<file path="src/rtl/adder_cpe_pkg.sv">
// Shared definitions for the CPE-protected adder pipeline: operation encodings
// and the default check-code generator polynomial.
package adder_cpe_pkg;

   // 2'b11 is reserved and executes as an add
   typedef enum logic [1:0] {
      OP_ADD  = 2'b00,
      OP_SUB  = 2'b01,
      OP_ADDC = 2'b10,
      OP_RSVD = 2'b11
   } op_e;

   // x^8 + x^2 + x + 1, leading term implicit
   localparam logic [7:0] DEF_POLY = 8'h07;

endpackage

</file>
<file path="src/rtl/cpe_crc_enc.sv">
// Combinational CRC check-bit encoder: chk = (data * x^NCHK) mod (x^NCHK + POLY).
// Bit-serial LFSR, MSB first, zero seed, fully unrolled over the data width.
module cpe_crc_enc
   import adder_cpe_pkg::*;
#(
   parameter int unsigned     NBIT = 7,
   parameter int unsigned     NCHK = 8,
   parameter logic [NCHK-1:0] POLY = DEF_POLY
) (
   input  logic [NBIT-1:0] data,
   output logic [NCHK-1:0] chk
);

   // crc[i] is the LFSR state after consuming i data bits
   logic [NBIT:0][NCHK-1:0] crc;

   assign crc[0] = '0;

   for (genvar i = 0; i < NBIT; i++) begin : g_step
      logic fb;
      assign fb         = crc[i][NCHK-1] ^ data[NBIT-1-i];
      assign crc[i+1]   = {crc[i][NCHK-2:0], 1'b0} ^ (fb ? POLY : '0);
   end

   assign chk = crc[NBIT];

endmodule

</file>
<file path="src/rtl/adder_cpe_pipe.sv">
// Two-stage valid/ready adder/subtractor. Stage 1 holds the arithmetic result,
// stage 2 holds the sum with its CRC check bits. Also counts retired results that
// carried (or borrowed) out, saturating.
module adder_cpe_pipe
   import adder_cpe_pkg::*;
#(
   parameter int unsigned               NBIT  = 7,
   parameter int unsigned               NCODE = 15,
   parameter logic [NCODE-NBIT-1:0]     POLY  = DEF_POLY,
   parameter int unsigned               NCNT  = 8
) (
   input  logic             clk,
   input  logic             rst_n,
   input  logic             in_valid,
   output logic             in_ready,
   input  logic [NBIT-1:0]  a,
   input  logic [NBIT-1:0]  b,
   input  logic [1:0]       op,
   input  logic             cin,
   output logic             out_valid,
   input  logic             out_ready,
   output logic [NCODE-1:0] code,
   output logic             cout,
   output logic [NCNT-1:0]  cnt,
   input  logic             cnt_clr
);

   localparam int unsigned NCHK = NCODE - NBIT;

   logic            s1_en, s2_en;
   logic            s1_valid_q, s2_valid_q;
   logic [NBIT-1:0] s1_sum_q;
   logic            s1_cout_q;
   logic [NBIT:0]   res;
   logic            res_cout;
   logic [NCHK-1:0] chk;
   logic [NCODE-1:0] code_q;
   logic            cout_q;
   logic [NCNT-1:0] cnt_q, cnt_d;

   // A stage may load when it is empty or its contents leave this cycle
   assign s2_en    = !s2_valid_q || out_ready;
   assign s1_en    = !s1_valid_q || s2_en;
   assign in_ready = s1_en;

   // Operand arithmetic; SUB reports borrow as the inverted carry
   always_comb begin
      res      = '0;
      res_cout = 1'b0;
      case (op_e'(op))
         OP_SUB:  res = {1'b0, a} + {1'b0, ~b} + {{NBIT{1'b0}}, 1'b1};
         OP_ADDC: res = {1'b0, a} + {1'b0, b} + {{NBIT{1'b0}}, cin};
         default: res = {1'b0, a} + {1'b0, b};
      endcase
      res_cout = (op_e'(op) == OP_SUB) ? ~res[NBIT] : res[NBIT];
   end

   // Stage 1: capture result on accepted input
   always_ff @(posedge clk or negedge rst_n) begin
      if (!rst_n) begin
         s1_valid_q <= 1'b0;
         s1_sum_q   <= '0;
         s1_cout_q  <= 1'b0;
      end else if (s1_en) begin
         s1_valid_q <= in_valid;
         if (in_valid) begin
            s1_sum_q  <= res[NBIT-1:0];
            s1_cout_q <= res_cout;
         end
      end
   end

   cpe_crc_enc #(
      .NBIT (NBIT),
      .NCHK (NCHK),
      .POLY (POLY)
   ) u_crc (
      .data (s1_sum_q),
      .chk  (chk)
   );

   // Stage 2: capture codeword; holds while stalled downstream
   always_ff @(posedge clk or negedge rst_n) begin
      if (!rst_n) begin
         s2_valid_q <= 1'b0;
         code_q     <= '0;
         cout_q     <= 1'b0;
      end else if (s2_en) begin
         s2_valid_q <= s1_valid_q;
         if (s1_valid_q) begin
            code_q <= {s1_sum_q, chk};
            cout_q <= s1_cout_q;
         end
      end
   end

   // Carry-event counter next state; clear beats increment
   always_comb begin
      cnt_d = cnt_q;
      if (cnt_clr) begin
         cnt_d = '0;
      end else if (s2_valid_q && out_ready && cout_q && (cnt_q != {NCNT{1'b1}})) begin
         cnt_d = cnt_q + NCNT'(1);
      end
   end

   // Carry-event counter register
   always_ff @(posedge clk or negedge rst_n) begin
      if (!rst_n) begin
         cnt_q <= '0;
      end else begin
         cnt_q <= cnt_d;
      end
   end

   assign out_valid = s2_valid_q;
   assign code      = code_q;
   assign cout      = cout_q;
   assign cnt       = cnt_q;

endmodule

</file>
<file path="config.mk">
export PLATFORM = sky130hd
export DESIGN_NAME = adder_cpe_pipe
export DESIGN_NICKNAME = d
export VERILOG_FILES = /design/src/rtl/adder_cpe_pkg.sv /design/src/rtl/cpe_crc_enc.sv /design/src/rtl/adder_cpe_pipe.sv
export SDC_FILE = /design/constraint.sdc
export NUM_CORES = 1
export LEC_CHECK = 0
export BUFFER_PORTS_ARGS = -buffer_cell sky130_fd_sc_hd__buf_4
export CORE_ASPECT_RATIO = 0.5
export CORE_UTILIZATION = 50
export CTS_BUF_LIST = sky130_fd_sc_hd__clkbuf_16
export DETAILED_ROUTE_END_ITERATION = 6
export HOLD_SLACK_MARGIN = 0.05
export PLACE_DENSITY = 0.71
export SYNTH_ARGS = -nofsm -noshare
export SYNTH_HDL_FRONTEND = slang
export SYNTH_SLANG_ARGS = --single-unit
</file>
<file path="constraint.sdc">
create_clock -name clk -period 4.9 [get_ports clk]
set_input_delay 0.49 -clock clk [delete_from_list [all_inputs] [get_ports clk]]
set_output_delay 0.49 -clock clk [all_outputs]
set_load 0.05 [all_outputs]
</file>
==> results.cfg, run 1 <==
[floorplan]
num_io_pins = 48
core_region_area_sq_um = 4420
dieWidth_microns = 98.4
die_h_microns = 50.2
total_die_area_sq_um = 4940
rows = 17
floorplan.initialDensity_pct = 52.5

[global_route]
maximum_number_of_pins_on_one_net_before_global_route_repair = 35
grt_antenna_before_repair = 0
overflow = 0
grt_util_all_layers_pct = 20.8
first_global_vias = 1761
grt_pass1_wl_mm = 8.03

[yosys]
asyncSetResetFlopFracSynth_pct = 100
syn_std_cell_area_sq_um = 2320
ys_top_cells_by_area = dfrtp_1 (37%), ha_1 (10%), mux2_2 (5.8%)
ys_top_cells_by_count = dfrtp_1 (34), nand2_1 (23), o21ai_0 (20), ha_1 (19), nor2_1 (19)
yosysMostFrequentCell = dfrtp_1
synth_cell_type_count = 46
synth_cells = 246
ys_seq_elements = 34
synth_fp_nets = 289
synthesized_area_per_cell_sq_um = 9.45
netlist.top_cell.by_area = dfrtp_1
number_of_enable_type_register_cells_in_the_synthesized_netlist = 0
synth-main-ff-cell = dfrtp_1
yosysTopAreaCellShare_pct = 36.6
sequential_to_total_area_share_from_yosys_stat_pct = 36.6
yosys_warnings = 0

[worst_setup_path]
worst-r2r-cell-count = 6
worst-path-max-fanout = 6
cp-endpoint = s1_sum_q[6]$_DFFE_PN0P_
setup.worst_path.start_class = input port
setup.reg_to_reg.worst_slack_ns = 3.07
endpoint_kind = register
critical_path.n_buffers_inverters = 2
setup.worst_path.start = b[2]
path_cells = buf_4 -> inv_1 -> ha_1 -> and2b_1 -> a21oi_1 -> xnor2_1 -> nand3_1 -> nor3b_1 -> mux2_2 -> a221oi_1 -> o21ai_1
worstPathRequired_ns = 5.05
capturing_point_of_the_worst_reg2reg_path = cnt[7]$_DFFE_PN0P_
crit_arrival_ns = 2.79
critical_path.max_stage_delay_ns = 0.38
cp_slowest_cell = ha_1
timing.critical_path.max_delay_family = simple AND/OR/NAND/NOR gates
worst_r2r_startpoint = cnt[0]$_DFFE_PN0P_
setup.worst_path.class = in2reg
critical_path_depth = 11

[clock_network]
cts_buffers = 5
cts.sink_count = 34
cts.clk_slew.worst_paths_ns = 0.05
tritoncts = yes
clock_tree.root_cell = clkbuf_16
cts_setup_buffers = 0
h_tree_depth = 2
cts.repair.resized = 0
worstSkewPairLatency_ns = 0.27
cts.path.max_buffers = 2
cts-hold-fix-buffers = 0

[pwr]
p_seq_share_pct = 32.5
internal_power_uw = 738
switch_share_pct = 40.8
clockPowerShare_pct = 22.2
power.leakage_nw = 1.36
power.density_cell_area_nw_per_um2 = 436
combPwrFrac_pct = 45.3
power_total_mw = 1.25
power.net_switching_uw = 509
ir_worst_vdd_mv = 0.171

[timing]
period_needed_ns = 2.65
final-hold-violation-count = 0
layout_worst_path_cycle_share_pct = 54.0
post-route-worst-setup-slack_ns = 2.25
setup-tns-final_ns = 0
worst_pin_slew_ns = 0.693
setup_violations = 0
clock.fmax_ghz = 0.378
setup_repair_after_global_routing_missed_its_margin = no
skew_ns = 0.00134
slew_headroom_pct = 53.7
hold_ws_ns = 0.161
report.final.slew_viol_count = 0

[worst_hold_path]
hold_path.class = in2async

[routing]
drc = 4
drt_first_iter_violations = 100
route.final.wire_length_mm = 4.64
route.detailed.wl_per_inst_microns = 13.2
via_per_inst = 5.35
detail-route-antenna-nets = 0
drt_pre_antenna_iters = 6
vias = 1879

[finish]
final_cell_count_no_fill = 351
area.growth.synth_to_final_pct = 23.0
nNetsFinal = 337
post-route-util_pct = 64.6
layout.cell_area.non_filler_sq_um = 2860
post_route_cells_drive_above_1_share_pct = 24.5
layout.area.seq_sq_um = 851
antenna_cells = 0
multiInputGateArea_sq_um = 1380
fill_cells = 366

[job]
drv_cap = 0

[place]
dpl_worst_slack_ns = 1.98
io_buffers = 47
numPlacedInstances = 344
postPlaceCellArea_sq_um = 2730
gpl_wtd_cong = 0.861
dp.final_hpwl_mm = 3.60

[outcome]
run_status = finished, violations left
failed_checks = DRC
-- per-layer routing --
metal  share of wire (%)  wire length (microns)  track usage (%)  up-vias
met5                   0                      0                0        -
met4                0.99                     46             8.46        0
met3                 4.5                    210             3.06        6
met2                  48                   2230             35.7       52
met1                  46                   2150             26.9      865
li1                    -                      -                -      956
-- state kept, by name (all words and copies together) (netlist names) --
signal and cells:
s1_cout_q 1, code 15, cout 1, out_valid 1, s1_valid_q 1, s1_sum_q 7, cnt 8
-- worst min path at each step --
stage	slack, ns	end	startpoint	cells after the start
after detailed placement	0.46	cnt[0]$_DFFE_PN0P_	rst_n	1
after global placement	0.46	cnt[0]$_DFFE_PN0P_	rst_n	1
final	0.16	cnt[2]$_DFFE_PN0P_	rst_n	1
after global routing	0.19	cnt[0]$_DFFE_PN0P_	rst_n	1
after floorplan	0.19	cnt[0]$_DFFE_PN0P_	rst_n	0
after CTS	0.16	cnt[2]$_DFFE_PN0P_	rst_n	1
-- placed cells by master (no fill, tap or decap), types with 2 or more instances in the layout --
cell type / instances
nor2b_1: 3
xor2_1: 10
nor3_1: 3
and3_1: 5
nor2_1: 19
fa_1: 2
nor3b_1: 2
nor4_1: 2
ha_1: 19
clkbuf_16: 5
buf_4: 47
nand2_1: 23
a21o_1: 2
or3_1: 2
inv_1: 20
a222oi_1: 2
nand3_1: 3
nand2b_1: 6
o21a_1: 2
dfrtp_1: 34
a21oi_1: 13
mux2_2: 12
xnor2_1: 14
o21ai_0: 20
nand4_1: 3
-- area by class of cell --
cell class	count	area share [%]
Multi-Input combinational cell	188	48.4
Sequential cell	34	29.8
Timing Repair Buffer	47	12.3
Clock buffer	5	4.38
Tap cell	57	2.50
Inverter	18	2.36
Clock inverter	2	0.263
-- cell families after synthesis --
logic type / count (synthesis) / share of synthesized area (%)
AO/OA/AOI/OAI: 53 / 15.0
adder cells (fa/ha/maj): 21 / 12.0
buffers and inverters: 24 / 3.88
flip-flops: 34 / 36.6
XOR/XNOR: 24 / 9.05
AND/OR/NAND/NOR: 78 / 17.7
multiplexers: 12 / 5.82
-- power by group through the flow --
| stage | logic, mW | clock network (mW) | registers (mW) |
|---|---|---|---|
| after floorplan | 0.212 | 0 | 0.597 |
| after global placement | 0.554 | 0 | 0.409 |
| after detailed placement | 0.565 | 0 | 0.411 |
| after CTS | 0.568 | 0.287 | 0.407 |
| after global routing | 0.604 | 0.299 | 0.415 |
| final | 0.565 | 0.277 | 0.406 |
(Power assumes the default switching activity.)
==> run 2, diff against run 1 <==
- clock period: 4.9 -> 2.44 ns (I/O delays scaled with it)
==> results.cfg, run 2 (same netlist as run 1, synthesis figures left out) <==
[floorplan]
floorplan.initialDensity_pct = 52.5
core_region_area_sq_um = 4420
die_h_microns = 50.2
num_io_pins = 48
dieWidth_microns = 98.4
rows = 17
total_die_area_sq_um = 4940

[routing]
detail-route-antenna-nets = 0
drt_first_iter_violations = 88
via_per_inst = 5.27
route.final.wire_length_mm = 4.81
route.detailed.wl_per_inst_microns = 13.2
vias = 1925
drc = 0
drt_pre_antenna_iters = 6

[worst_setup_path]
path_cells = buf_4 -> ha_1 -> fa_2 -> nand2b_1 -> a22oi_2 -> and4_4 -> or3_4 -> a311oi_2 -> a211oi_2 -> and3_1 -> o22a_1
critical_path.max_stage_delay_ns = 0.39
setup.worst_path.start_class = input port
setup.worst_path.class = in2reg
worst-path-max-fanout = 4
worstPathRequired_ns = 2.60
endpoint_kind = register
cp_slowest_cell = or3_4
crit_arrival_ns = 2.46

[place]
dp.final_hpwl_mm = 3.70
gpl_wtd_cong = 0.815
io_buffers = 47
postPlaceCellArea_sq_um = 2820

[finish]
post_route_cells_drive_above_1_share_pct = 29.2
final_common_cell = buf_4
fill_cells = 362
most_used_cells_in_the_layout_excluding_fill_and_tap_cells = buf_4 (59), dfrtp_1 (34), nand2_1 (23)
area.growth.synth_to_final_pct = 30.7
largest_register_ffs = 15
nNetsFinal = 350
layout.cell_area.non_filler_sq_um = 3040
antenna_cells = 0

[timing]
final-hold-violation-count = 0
slew_headroom_pct = 52.2
setup_violations = 0
setup_repair_after_global_routing_missed_its_margin = no
hold_ws_ns = 0.181
clock.fmax_ghz = 0.434
period_needed_ns = 2.30
layout_worst_path_cycle_share_pct = 94.4
skew_ns = 0.00363
worst_pin_slew_ns = 0.715
report.final.slew_viol_count = 0

[clock_network]
cts_setup_buffers = 0
cts.sink_count = 34
clock_tree.root_cell = clkbuf_16
cts_buffers = 5
cts.path.max_buffers = 2
cts.clk_slew.worst_paths_ns = 0.05
worstSkewPairLatency_ns = 0.27
tritoncts = yes
h_tree_depth = 2

[pwr]
power.density_cell_area_nw_per_um2 = 917
power.leakage_nw = 1.46
ir_worst_vdd_mv = 0.524

[global_route]
first_global_vias = 1809
grt_pass1_wl_mm = 8.04
grt_antenna_before_repair = 0
grt_util_all_layers_pct = 20.7
overflow = 0
maximum_number_of_pins_on_one_net_before_global_route_repair = 35

[worst_hold_path]
hold_path.class = in2reg

[outcome]
run_status = finished, final reports clean

[job]
drv_cap = 0
run 2: cell types whose count changed in the layout (fill, tap and decap cells not counted), sizes merged:
cell         change
clkinv           +1
dlygate4sd3      +1
buf             +12
inv              -2
bufinv           +2
run 2: worst paths after layout:
kind | from | to | slack (ns) | depth (start not counted)
setup reg to reg | cnt[0]$_DFFE_PN0P_ | cnt[7]$_DFFE_PN0P_ | 0.53 | 6
setup / recovery | a[0] | s1_cout_q$_DFFE_PN0P_ | 0.14 | 11
max in group asynchronous | rst_n | cnt[6]$_DFFE_PN0P_ | 1.66 | 2
hold reg to reg | code[7]$_DFFE_PN0P_ | code[7]$_DFFE_PN0P_ | 0.48 | 2
min in group asynchronous | rst_n | cnt[0]$_DFFE_PN0P_ | 0.48 | 2
hold / removal | in_valid | s1_valid_q$_DFFE_PN0N_ | 0.18 | 2
run 2: stage by stage:
stage,std cells,power (mW),utilization (%),worst slack [ns],TNS (ns)
2_1_floorplan,246,1.63,-,0.0732,0
3_3_place_gp,356,1.97,63.6,-0.118,-0.231
3_5_place_dp,356,1.99,63.6,-0.216,-0.380
4_1_cts,365,2.80,68.1,0.0634,0
5_1_grt,365,2.92,68.6,0.0427,0
6_report,365,2.79,68.6,0.137,0
run 2: metal layers:
layer  global-route usage [%]  routed length [microns]  vias to the layer above
met5                        0                        0                        -
met1                     26.6                     2330                      904
met3                     3.20                      151                        4
li1                         -                        -                      983
met2                     36.7                     2290                       34
met4                     6.72                       44                        0
run 2: cell type report:
type | count | area (sq um) | area share (%)
multi-input combinational | 188 | 1410 | 46.3
inverter | 18 | 67.6 | 2.22
tap | 57 | 71.3 | 2.35
clock inverter | 3 | 63.8 | 2.10
timing repair buffer | 60 | 453 | 14.9
clock buffer | 5 | 125 | 4.12
sequential | 34 | 851 | 28.0
run 2: worst max-delay path, delay by kind of cell:
family | cells | cell delay [ns]
AND/OR/NAND/NOR | 4 | 0.91
buffers and inverters | 1 | 0.11
AO/OA/AOI/OAI | 4 | 0.60
adder cells (fa/ha/maj) | 2 | 0.59
run 2: repair_timing:
item	4_1_cts	5_1_grt
hold buffers	1	0
hold endpoints to repair	34	0
gates resized for setup	0	4
endpoints found under the setup margin	0	2
run 2: where the power goes:
group | total, mW | internal [mW] | switching [mW] | leakage [nW]
logic | 1.17 | 0.445 | 0.727 | 0.937
clock network | 0.795 | 0.581 | 0.214 | 0.0915
registers | 0.819 | 0.707 | 0.112 | 0.427
total | 2.79 | 1.73 | 1.05 | 1.46
